<file path="config.mk">
export PLATFORM = sky130hd
export DESIGN_NAME = reset_sequencer
export DESIGN_NICKNAME = d
export VERILOG_FILES = /design/src/rtl/reset_sequencer_pkg.sv /design/src/rtl/reset_sequencer_sync_2ff.sv /design/src/rtl/reset_sequencer.sv
export SDC_FILE = /design/constraint.sdc
export NUM_CORES = 1
export LEC_CHECK = 0
export BUFFER_PORTS_ARGS = -buffer_cell sky130_fd_sc_hd__buf_2
export CAP_MARGIN = 20
export CORE_UTILIZATION = 54
export CTS_CLUSTER_SIZE = 20
export DETAILED_ROUTE_END_ITERATION = 16
export PLACE_DENSITY = 0.77
export SYNTH_ARGS = -nofsm -noshare
export SYNTH_HDL_FRONTEND = slang
export SYNTH_SLANG_ARGS = --single-unit
</file>
<file path="constraint.sdc">
create_clock -name clock_clock -period 1.7 [get_ports clock_clock]
set_input_delay 0.17 -clock clock_clock [delete_from_list [all_inputs] [get_ports clock_clock]]
set_output_delay 0.17 -clock clock_clock [all_outputs]
set_load 0.01 [all_outputs]
</file>
<file path="src/rtl/reset_sequencer_pkg.sv">
// Shared types and elaboration-time helpers for the PLL lock / reset sequencer.
// The top derives its counter width and parameter legality check from here.
package reset_sequencer_pkg;

    typedef enum logic [1:0] {
        WAIT_LOCK = 2'd0,
        HOLD      = 2'd1,
        RELEASE   = 2'd2,
        RUN       = 2'd3
    } seq_state_t;

    function automatic int max3(input int a, input int b, input int c);
        int m;
        m = a;
        if (b > m) m = b;
        if (c > m) m = c;
        return m;
    endfunction

    // One counter is shared by all phases, so it must hold the largest terminal count.
    function automatic int counter_width(input int lock_filter, input int hold_cycles,
                                         input int release_span);
        int span;
        span = max3(lock_filter, hold_cycles, release_span);
        return (span < 1) ? 1 : $clog2(span + 1);
    endfunction

    function automatic bit params_legal(input int num_channels, input int lock_filter,
                                        input int hold_cycles, input int stagger_cycles,
                                        input int loss_cnt_w);
        return (num_channels >= 1) && (lock_filter >= 1) && (hold_cycles >= 1) &&
               (stagger_cycles >= 0) && (loss_cnt_w >= 1);
    endfunction

endpackage

</file>
<file path="src/rtl/reset_sequencer_sync_2ff.sv">
// Generic two-flop synchroniser with a synchronous active-low clear.
// Reusable for any single-clock crossing of slow-changing level signals.
module sync_2ff #(
    parameter int WIDTH = 1
) (
    input  logic             clock,
    input  logic             clear_n,
    input  logic [WIDTH-1:0] data,
    output logic [WIDTH-1:0] synced
);

    logic [WIDTH-1:0] meta;

    always_ff @(posedge clock) begin
        if (!clear_n) begin
            meta   <= '0;
            synced <= '0;
        end else begin
            meta   <= data;
            synced <= meta;
        end
    end

endmodule

</file>
<file path="src/rtl/reset_sequencer.sv">
// Clock-lock filter and staggered reset release for downstream reset domains.
// Re-enters reset on PLL lock loss or a software request and counts lock losses.
module reset_sequencer
    import reset_sequencer_pkg::*;
#(
    parameter int NUM_CHANNELS   = 3,
    parameter int LOCK_FILTER    = 4,
    parameter int HOLD_CYCLES    = 8,
    parameter int STAGGER_CYCLES = 2,
    parameter int LOSS_CNT_W     = 8
) (
    input  logic                    clock_clock,
    input  logic                    resetN,
    input  logic                    pll_lock,
    input  logic                    sw_reset_req,
    output logic [NUM_CHANNELS-1:0] rst_out,
    output logic                    ready,
    output logic [LOSS_CNT_W-1:0]   lock_loss_cnt
);

    localparam int RELEASE_SPAN = (NUM_CHANNELS - 1) * STAGGER_CYCLES;
    localparam int CNT_W        = counter_width(LOCK_FILTER, HOLD_CYCLES, RELEASE_SPAN);

    localparam logic [CNT_W-1:0]      FILTER_LAST  = CNT_W'(LOCK_FILTER - 1);
    localparam logic [CNT_W-1:0]      HOLD_LAST    = CNT_W'(HOLD_CYCLES - 1);
    localparam logic [CNT_W-1:0]      RELEASE_LAST = CNT_W'(RELEASE_SPAN);
    localparam logic [LOSS_CNT_W-1:0] LOSS_MAX     = '1;

    if (!params_legal(NUM_CHANNELS, LOCK_FILTER, HOLD_CYCLES, STAGGER_CYCLES, LOSS_CNT_W))
    begin : g_illegal_params
        $error("reset_sequencer: NUM_CHANNELS, LOCK_FILTER, HOLD_CYCLES, LOSS_CNT_W must be >= 1");
    end

    seq_state_t              state;
    seq_state_t              state_next;
    logic [CNT_W-1:0]        cnt;
    logic [CNT_W-1:0]        cnt_next;
    logic [CNT_W-1:0]        stagger_pos;
    logic [NUM_CHANNELS-1:0] release_rst;
    logic [NUM_CHANNELS-1:0] rst_next;
    logic                    ready_next;
    logic                    loss_event;
    logic                    lock_s;

    sync_2ff #(
        .WIDTH(1)
    ) lock_sync (
        .clock  (clock_clock),
        .clear_n(resetN),
        .data   (pll_lock),
        .synced (lock_s)
    );

    // cnt holds the stagger position of the previous edge, so this edge sits one further on.
    always_comb begin
        release_rst = '1;
        stagger_pos = (state == RELEASE) ? cnt + CNT_W'(1) : '0;
        for (int i = 0; i < NUM_CHANNELS; i++) begin
            release_rst[i] = (stagger_pos < CNT_W'(i * STAGGER_CYCLES));
        end
    end

    always_comb begin
        state_next = state;
        cnt_next   = cnt;
        rst_next   = rst_out;
        loss_event = 1'b0;

        if ((state != WAIT_LOCK) && !lock_s) begin
            state_next = WAIT_LOCK;
            cnt_next   = '0;
            rst_next   = '1;
            loss_event = 1'b1;
        end else begin
            case (state)
                WAIT_LOCK: begin
                    rst_next = '1;
                    if (!lock_s) begin
                        cnt_next = '0;
                    end else if (cnt == FILTER_LAST) begin
                        state_next = HOLD;
                        cnt_next   = '0;
                    end else begin
                        cnt_next = cnt + CNT_W'(1);
                    end
                end
                HOLD: begin
                    rst_next = '1;
                    if (cnt == HOLD_LAST) begin
                        cnt_next = '0;
                        rst_next = release_rst;
                        if (RELEASE_SPAN == 0) begin
                            state_next = RUN;
                        end else begin
                            state_next = RELEASE;
                        end
                    end else begin
                        cnt_next = cnt + CNT_W'(1);
                    end
                end
                RELEASE: begin
                    cnt_next = stagger_pos;
                    rst_next = release_rst;
                    if (stagger_pos == RELEASE_LAST) begin
                        state_next = RUN;
                    end
                end
                RUN: begin
                    rst_next = '0;
                    if (sw_reset_req) begin
                        state_next = HOLD;
                        cnt_next   = '0;
                        rst_next   = '1;
                    end
                end
                default: begin
                    state_next = WAIT_LOCK;
                    cnt_next   = '0;
                    rst_next   = '1;
                end
            endcase
        end

        ready_next = (state_next == RUN);
    end

    always_ff @(posedge clock_clock) begin
        if (!resetN) begin
            state         <= WAIT_LOCK;
            cnt           <= '0;
            rst_out       <= '1;
            ready         <= 1'b0;
            lock_loss_cnt <= '0;
        end else begin
            state   <= state_next;
            cnt     <= cnt_next;
            rst_out <= rst_next;
            ready   <= ready_next;
            if (loss_event && (lock_loss_cnt != LOSS_MAX)) begin
                lock_loss_cnt <= lock_loss_cnt + 1'b1;
            end
        end
    end

endmodule

</file>
==> results summary <==
For this design the ratio of total power to cell area is 682 nW/um2. The count of standard-cell rows is 15. The number of cells in the finished layout apart from fillers came out at between 150 and 200. The number of antenna diodes in the final layout is 0.

The die height came out at 45.2 um. The number of sinks driven by the clock tree came out at 20. The delay of the slowest cell on the worst path came out at roughly 520 ps. The synthesis-to-layout area growth came out at 12.3%. The number of endpoints failing setup at the final stage came out at 0.

TritonCTS created 3 clock buffers. The number of top-level design ports came out at 16. The cell sitting at the root of the clock tree is a sky130_fd_sc_hd__clkbuf_4. The number of buffers and inverters on the critical path is 0. Synthesis inferred 20 register bits. The largest voltage drop on the vdd net came out at 0.533 mV. The signal on the critical path passes through ha_2, and2_4, or4_1, a211oi_2. The number of instances in the synthesized netlist came out at 112. For this block, the routed nets add up to around 1800 um of wire.

The worst path arrival time is 1760 ps. The number of filler instances in the final layout came out at between 150 and 200. The worst setup path is captured at a register.

For this design, the slowest cell found on the critical path is sky130_fd_sc_hd__or4_1. The mean instance size in the synthesized netlist came out at 9.02 um2. The area share of the largest cell type after synthesis came out at roughly two fifths. The average vias per placed instance came out at roughly 5.4. The width of the die came out at 45.2 um. Sequential elements use roughly two fifths of the synthesized area. The number of instances in the placed design is 149. The startpoint identified for the worst register-to-register timing path is cnt[1].

The flow ran to the end, and the final reports show no timing, DRC or antenna violations. The critical register-to-register path endpoint is cnt[2]. At the pin with the least slew margin, the transition time is roughly 420 ps. The number of logic stages on the critical path including buffering is 4. The post-route fraction of the period consumed by the critical path is roughly nine tenths.

The leakage dissipation is between 0.0004 and 0.0005 uW. Setup total negative slack on the finished layout was measured at 0 ps. After the last flow step, the layout net total stands at between 100 and 150. The count of antenna-violating nets left after detailed routing came out at 0.

The latest clock arrival within the worst-skew pair is 300 ps. After floorplanning, the core was sized to cover roughly 1700 um2. Max-cap violations in this run came to 0. The most critical setup path has its startpoint at cnt[1].

The worst-case setup margin in the final layout came out at ~180 ps. The biggest area contributor in the post-synthesis netlist is sky130_fd_sc_hd__dfxtp_1. In this run the post-CTS setup repair buffer count came out at 0. The setup skew after layout is roughly 1.5 ps.

The area occupied by registers is about 400 um2. By area the synthesized netlist is led by sky130_fd_sc_hd__dfxtp_1 40%, sky130_fd_sc_hd__mux2i_1 5.0%, sky130_fd_sc_hd__nand2_1 4.1%. The number of hold violations in the final report was 0. Derived from the worst setup path, the maximum achievable clock frequency is between 600 and 700 MHz.

The required time of the critical path is 1940 ps. The via count of the first global-routing pass was between 600 and 700. The path type of the worst setup path is register to register. The HPWL after detailed placement is between 1000 and 1500 um. The share of cells above drive strength 1 is a little under a quarter. The final count of pins violating max slew came out at 0. The clock transition time at the flip-flop clock pins of the worst setup and hold paths is between 100 and 150 ps.

The largest net degree at the start of global routing came out at 15. The routability congestion estimate came out at around 0.79. The max-slew headroom at the worst pin is around 70%. The final route contains roughly 820 vias. The area of combinational cells with multiple inputs came out at 557 um2. The cell family contributing the most delay on the critical path is simple AND/OR/NAND/NOR gates. The worst setup path is launched from a register. In this run the worst setup path terminates at cnt[2].

The initial antenna violation count came out at 0. The first-pass GRT wire length came out at about 2900 um. The post-layout minimum cycle time is between 1500 and 2000 ps. Of all nets on the critical path, the largest fanout is 7. Power comes to ~770 uW. The worst hold path belongs to the class primary input to register. The overall global routing resource usage is 19.6%. The number of H-tree levels came out at 1. The worst hold-check slack came out at about 80 ps. When the netlist entered floorplanning its net count stood at between 100 and 150. The die covers slightly above 2000 um2.

For this run, design rule violations remaining after detail routing come to 0. The length in cells of the worst reg-to-reg path came out at 4. The cell area that synthesis handed to floorplanning was slightly above 1000 um2.

The placement-stage worst setup slack came out at 125 ps. The final global-route overflow total came out at 0. The quantity of gates resized following cts is 0. The post-synthesis cell type count is 39. For this design, the CTS-stage hold fixing added 0 buffers. The number of iterations in the first detailed-routing pass is 4. The initial utilization of the core area, before any placement, comes to 57.8%.

Setup repair after global routing left no endpoint under its margin. The worst-case register-to-register setup slack is about 180 ps. The number of synthesized flops with an enable pin is 0. TritonCTS built the clock tree. For this run, the number of Yosys warnings is 0.

The average wire length per cell after detail routing came out at roughly 12 um. In the synthesized netlist the dominant register cell turns out to be sky130_fd_sc_hd__dfxtp_1. The worst-case clock buffer depth is 2.

The detailed router finished its first iteration with 11 violations. The share of async-settable or async-resettable flops after synthesis came out at 0%. During placement, the flow inserted port buffers numbering 15.
[metal layers]
metal  wire length (um)  GRT usage [%]
met5                  0              0
met3                 49           2.40
met4                 40           10.9
met1                817           24.6
met2                885           32.5
[sequential cells by signal (all words and copies together), names as in the netlist]
| register | flops |
|---|---|
| lock_sync.meta | 1 |
| lock_sync.synced | 1 |
| rst_out | 3 |
| ready | 1 |
| cnt | 4 |
| state | 2 |
| lock_loss_cnt | 8 |
[through the flow]
stage	area [um2]	utilization (%)
after floorplan	1010	-
after global placement	1090	62.7
after detailed placement	1090	62.7
after CTS	1130	64.8
after global routing	1130	64.9
final	1130	64.9
[cell usage after synthesis, types with 2 or more instances]
cell	number
sky130_fd_sc_hd__dfxtp_1	20
sky130_fd_sc_hd__nand2_1	11
sky130_fd_sc_hd__nor2_1	10
sky130_fd_sc_hd__inv_1	5
sky130_fd_sc_hd__mux2i_1	5
sky130_fd_sc_hd__nand3_1	5
sky130_fd_sc_hd__nor3_1	5
sky130_fd_sc_hd__and2_1	4
sky130_fd_sc_hd__o21ai_0	4
sky130_fd_sc_hd__xor2_1	4
sky130_fd_sc_hd__a21oi_1	3
sky130_fd_sc_hd__and3_1	3
sky130_fd_sc_hd__nand4_1	3
sky130_fd_sc_hd__buf_4	2
sky130_fd_sc_hd__ha_1	2
sky130_fd_sc_hd__o211ai_1	2
sky130_fd_sc_hd__o21ai_1	2
[worst reg2reg max path, stage by stage, from the launching register on]
cell and delay (ps):
sky130_fd_sc_hd__dfxtp_1 370, sky130_fd_sc_hd__ha_2 230, sky130_fd_sc_hd__and2_4 170, sky130_fd_sc_hd__or4_1 520
sky130_fd_sc_hd__a211oi_2 180
[layout make-up]
class,count,share of cell area (%)
sequential,20,35.3
inverter,5,1.66
clock buffer,4,3.20
tap,25,2.76
timing repair buffer,17,7.95
multi-input combinational,82,49.1
[placed cells by master, fill, tap and decap left out, drive strengths merged, types with 2 or more instances in the layout]
cell type and n:
mux2i 5, dfxtp 20, nand3 5, nor3b 2, nand4 3, inv 5, o211ai 2, and2 5
o21ai 6, xor2 4, buf 17, a21oi 4, and3 3, nor2 10, nand2 11, ha 2
clkbuf 4, nor3 6
[kinds of logic after synthesis]
logic type	after synthesis	synth area share (%)
AOI/OAI and AO/OA	21	16.9
buffers and inverters	10	5.45
xor gates and xnor gates	4	3.47
adders and majority gates	2	2.48
and+or+nand+nor	49	26.0
muxes	6	6.07
DFF	20	39.7
[report_power, final]
part | switching (uW) | leakage, uW | internal (uW)
combinational | 12.4 | 0.000290 | 9.34
sequential | 2.73 | 0.000162 | 471
clock | 146 | 0.0000210 | 131
[worst min-delay path by stage]
stage,end,from,cells after the start,slack [ps]
finish,lock_sync.meta,pll_lock,2,80
CTS,lock_sync.meta,pll_lock,2,70
floorplan,lock_sync.meta,pll_lock,1,300
global placement,lock_sync.meta,pll_lock,2,370
global route,lock_sync.meta,pll_lock,2,80
detailed placement,lock_sync.meta,pll_lock,2,390
No activity file was read; power rests on OpenSTA's default activity.
